$ cat config.mk
export PLATFORM = sky130hd
export DESIGN_NAME = pmul_result_serializer
export DESIGN_NICKNAME = d
export VERILOG_FILES = /design/src/rtl/pmul_result_serializer.sv
export SDC_FILE = /design/constraint.sdc
export NUM_CORES = 1
export LEC_CHECK = 0
export ABC_CLOCK_PERIOD_IN_PS = 6200
export CAP_MARGIN = 40
export CORE_UTILIZATION = 25
export CTS_BUF_LIST = sky130_fd_sc_hd__clkbuf_16
export CTS_CLUSTER_SIZE = 8
export DETAILED_ROUTE_END_ITERATION = 10
export PLACE_DENSITY = 0.37
export SLEW_MARGIN = 5
export SYNTH_ARGS = -nofsm -noshare
export SYNTH_HDL_FRONTEND = slang
export SYNTH_SLANG_ARGS = --single-unit
$ cat constraint.sdc
create_clock -name clk -period 6.2 [get_ports clk]
set_clock_uncertainty 0.15 [all_clocks]
set_input_delay 1.24 -clock clk [delete_from_list [all_inputs] [get_ports clk]]
set_output_delay 1.24 -clock clk [all_outputs]
set_load 0.005 [all_outputs]
$ cat src/rtl/pmul_result_serializer.sv
// Buffers 96-bit multiplier products in a small FIFO and replays each as MSB-first narrow beats.
// Optional out_parity port (even parity of the current beat) when PMUL_SER_PARITY_EN is defined.
module pmul_result_serializer #(
  parameter int DEPTH = 4,
  parameter int OUT_W = 16,
  parameter int IN_W  = 96,
  localparam int BEATS = IN_W / OUT_W,
  localparam int CW    = $clog2(DEPTH) + 1
) (
  input  logic             clk,
  input  logic             rst_n,
  input  logic             in_valid,
  input  logic [IN_W-1:0]  in_data,
  input  logic             out_ready,
  output logic             out_valid,
  output logic [OUT_W-1:0] out_data,
  output logic             out_last,
  output logic [CW-1:0]    fifo_count,
  output logic             overflow
`ifdef PMUL_SER_PARITY_EN
  , output logic           out_parity
`endif
);

  localparam int PW = (DEPTH > 1) ? $clog2(DEPTH) : 1;
  localparam int BW = (BEATS > 1) ? $clog2(BEATS) : 1;
  localparam logic [0:0] IDLE = 1'b0;
  localparam logic [0:0] SEND = 1'b1;
  localparam logic [BW-1:0] LAST_BEAT = BW'(BEATS - 1);
  localparam logic [CW-1:0] FULL_CNT  = CW'(DEPTH);

  // Word stored as beat slices; slice BEATS-1 is the MSB end, sent first.
  typedef logic [BEATS-1:0][OUT_W-1:0] word_t;

  word_t          mem [DEPTH];
  logic [PW-1:0]  wptr, rptr;
  logic [CW-1:0]  cnt, cnt_n;
  logic [BW-1:0]  beat;
  logic [0:0]     state, state_n;
  logic           full, xfer, pop_last, push;

  assign full     = (cnt == FULL_CNT);
  assign out_valid = (state == SEND);
  assign out_last  = out_valid && (beat == LAST_BEAT);
  assign xfer      = out_valid && out_ready;
  assign pop_last  = xfer && out_last;
  // Freeing the head slot on its final beat makes room for a word arriving that same cycle.
  assign push      = in_valid && (!full || pop_last);
  assign cnt_n     = cnt + CW'(push) - CW'(pop_last);
  assign state_n   = (cnt_n != '0) ? SEND : IDLE;
  assign out_data  = out_valid ? mem[rptr][LAST_BEAT - beat] : '0;
  assign fifo_count = cnt;

`ifdef PMUL_SER_PARITY_EN
  assign out_parity = ^out_data;
`endif

  always_ff @(posedge clk) begin
    if (push) mem[wptr] <= in_data;
  end

  always_ff @(posedge clk or negedge rst_n) begin
    if (!rst_n) begin
      state    <= IDLE;
      cnt      <= '0;
      wptr     <= '0;
      rptr     <= '0;
      beat     <= '0;
      overflow <= 1'b0;
    end else begin
      state <= state_n;
      cnt   <= cnt_n;
      if (push)     wptr <= wptr + 1'b1;
      if (pop_last) rptr <= rptr + 1'b1;
      if (xfer)     beat <= out_last ? '0 : beat + 1'b1;
      if (in_valid && full && !pop_last) overflow <= 1'b1;
    end
  end

endmodule

==> run metrics <==
critical path buffer and inverter count 2; initial core utilization 25.3%; summed instance area of the synthesized netlist between 15000 and 20000 sq um; RD Place Congestion 0.687; clock tree root driver cell clkbuf_16; # Post-CTS Setup Buffers 0; GRT Total Usage 12.6%; unrepaired setup endpoints after global routing false; number of global-route vias before repair 8055; Finished Core Util 31.6%; worst rel slew slack approximately 52%; number of I/O port buffers 121; H-tree depth 2; max-slew violations 0; Total Neg Setup Slack 0 ns; initial antenna violation count 2; remaining design rule violation count 0; post-route cell area between 15000 and 20000 sq um; grt ovf 0; number of stages on the worst setup path 5; most common cell after layout, fill and taps aside edfxtp_1; Setup CP Type reg -> out; dominant synthesized flop cell edfxtp_1; Die H between 200 and 250 um; final worst path period share 80.2%; placed cell area 17600 sq um; Fmax 0.201 GHz; via count 7433; area of the core 60400 sq um; data arrival time of the critical path 3.58 ns; DIE WIDTH 249 um; worst reg2reg setup slack 2.83 ns; post-synthesis async set-or-reset flop share 3.03%; required time of the worst setup path 4.81 ns; launching instance or port of the critical path rptr[0]; slew at the pin closest to its max-slew limit 0.717 ns; sink count of the clock tree roughly 400; final layout net count 1005; Synth-to-Final Area Change 24.9%; number of hold violations in the final report 0; number of enable flip-flop cells after synthesis 384; number of setup violations in the final report 0; Detailed Routing Iterations Pass 1 6; Worst setup EP type primary output; Max-Cap Viols 0; first-iteration detailed-routing DRC count between 500 and 600; Lkg Pwr 0.00626 uW; wire length of the first global-routing pass 56400 um; cell family contributing the most delay on the critical path buffers and inverters; TritonCTS clock tree built; ratio of cells with drive above 1 in the final layout 16.8%; largest fanout of any net on the critical path 50; FF-to-FF path depth 13; final critical path time including I/O delays and setup 4.97 ns; Total Power Consumption 9380 uW; startpoint types register; count of distinct cell types in the synthesized netlist 39; slowest cell on the critical path dfrtp_4; I/O pin total 122; peak ir drop on the vdd network 204 uV; cts repair resizes 0; Routed WL 38700 um; Post-CTS Hold Fix Bufs 0; Antenna diodes 0; number of nets in the synthesized netlist 842; class of the tightest hold or removal check reg -> reg; deepest clock path buffer count 3; result of the run complete, no violations; remaining number of nets flagged by the antenna check after routing 0; highest-count cells in the layout ignoring fill and taps edfxtp_1 (384), clkdlybuf4s50_1 (121), mux2i_1 (89); maximum number of pins on one net before global-route repair 54; worst reg2reg path startpoint beat[1]; power per cell area around 490 nW/um^2; proportion of synthesized chip area in sequential cells 77.4%; critical path's largest stage delay 0.89 ns; detailed placer's ending HPWL 23600 um; destination of the critical timing path out_data[14]; clock-pin slew on the worst setup and hold paths 0.05 ns; series of cell instances along the critical path buf_12 -> mux4_2 -> a22oi_1 -> o211ai_1 -> clkdlybuf4s50_1; #FFs+latches synth 396; synthesized area per cell 20.9 sq um; end of the worst register-to-register path out_valid; row count 90; Syn. warnings 0; number of clock buffers inserted by TritonCTS 55; wire per inst 22.9 um; cells after synthesis between 700 and 800; Clk Latency, worst-skew pair 0.58 ns; floorplan die area 62200 sq um; routed via count divided by cell count 4.40
## synthesized netlist by cell type (all sizes together) (2+ instances only)
cell	count	area share, %
edfxtp	384	75
nor2	4	0.098
nand3	12	0.39
ha	8	0.65
xor2	2	0.11
a21oi	8	0.26
clkbuf	14	0.34
mux2i	89	5.8
o211ai	15	0.74
and3	6	0.25
and2	2	0.098
mux4	58	8.5
nand3b	2	0.098
inv	9	0.22
mux2	2	0.17
dfrtp	12	2.0
nor2b	3	0.12
xnor2	5	0.29
a22oi	33	1.6
a221oi	12	0.69
buf	24	0.92
nand2	17	0.42
## power by group
part | leakage [uW] | switching [uW] | internal [uW] | total, uW
Combinational | 0.00185 | 1620 | 1340 | 2960
Sequential | 0.00365 | 246 | 3550 | 3790
Clock | 0.000758 | 1050 | 1580 | 2630
Total | 0.00626 | 2920 | 6460 | 9380
## worst min path at each step
stage	startpoint	endpoint	slack (ns)	cells past startpoint
after floorplan	overflow	overflow	0.32	1
after global placement	overflow	overflow	0.32	1
after detailed placement	overflow	overflow	0.32	1
after CTS	overflow	overflow	0.33	1
after global routing	overflow	overflow	0.35	1
final	overflow	overflow	0.33	1
## cells by family after synthesis
group | synth area share, %
XOR/XNOR | 0.401
multiplexers | 14.5
buffers and inverters | 1.48
AND/OR/NAND/NOR | 1.78
adder cells (fa/ha/maj) | 0.785
AO/OA/AOI/OAI | 3.65
flip-flops | 77.4
## final cells by class
class                      count  area [sq um]
fill                        5822         41300
clock inverter                14          70.1
inverter                       9          33.8
timing repair buffer         144          1510
clock buffer                  56          1400
sequential                   396         11800
multi-input combinational    290          3260
tap                          782           978
## registers in the layout, indices dropped and copies added, names as in the netlist
| signal | flops |
|---|---|
| beat | 3 |
| mem | 384 |
| fifo_count | 3 |
| rptr | 2 |
| overflow | 1 |
| wptr | 2 |
| out_valid | 1 |
## layer usage
layer,routed length (um),track usage [%]
met1,17600,16.5
met2,18700,20.7
met3,1540,2.50
met4,890,4.16
met5,24,0
## through the flow
step	setup WS, ns	hold WS, ns	cells
after floorplan	1.64	0.318	733
after global placement	1.69	0.317	1616
after detailed placement	1.70	0.317	1621
after CTS	1.06	0.335	1691
after global routing	1.05	0.351	1691
final	1.23	0.326	1691
## worst reg2reg max path, stage by stage, from the launching register on
cell	delay (ns)
dfrtp_1	0.43
inv_1	0.07
ha_1	0.23
and4_4	0.23
or4b_4	0.53
and2_4	0.20
inv_1	0.06
ha_1	0.12
inv_1	0.04
ha_1	0.18
fa_1	0.40
xnor2_1	0.20
xnor2_1	0.09
or3_1	0.31
No activity file was read; power rests on OpenSTA's default activity.
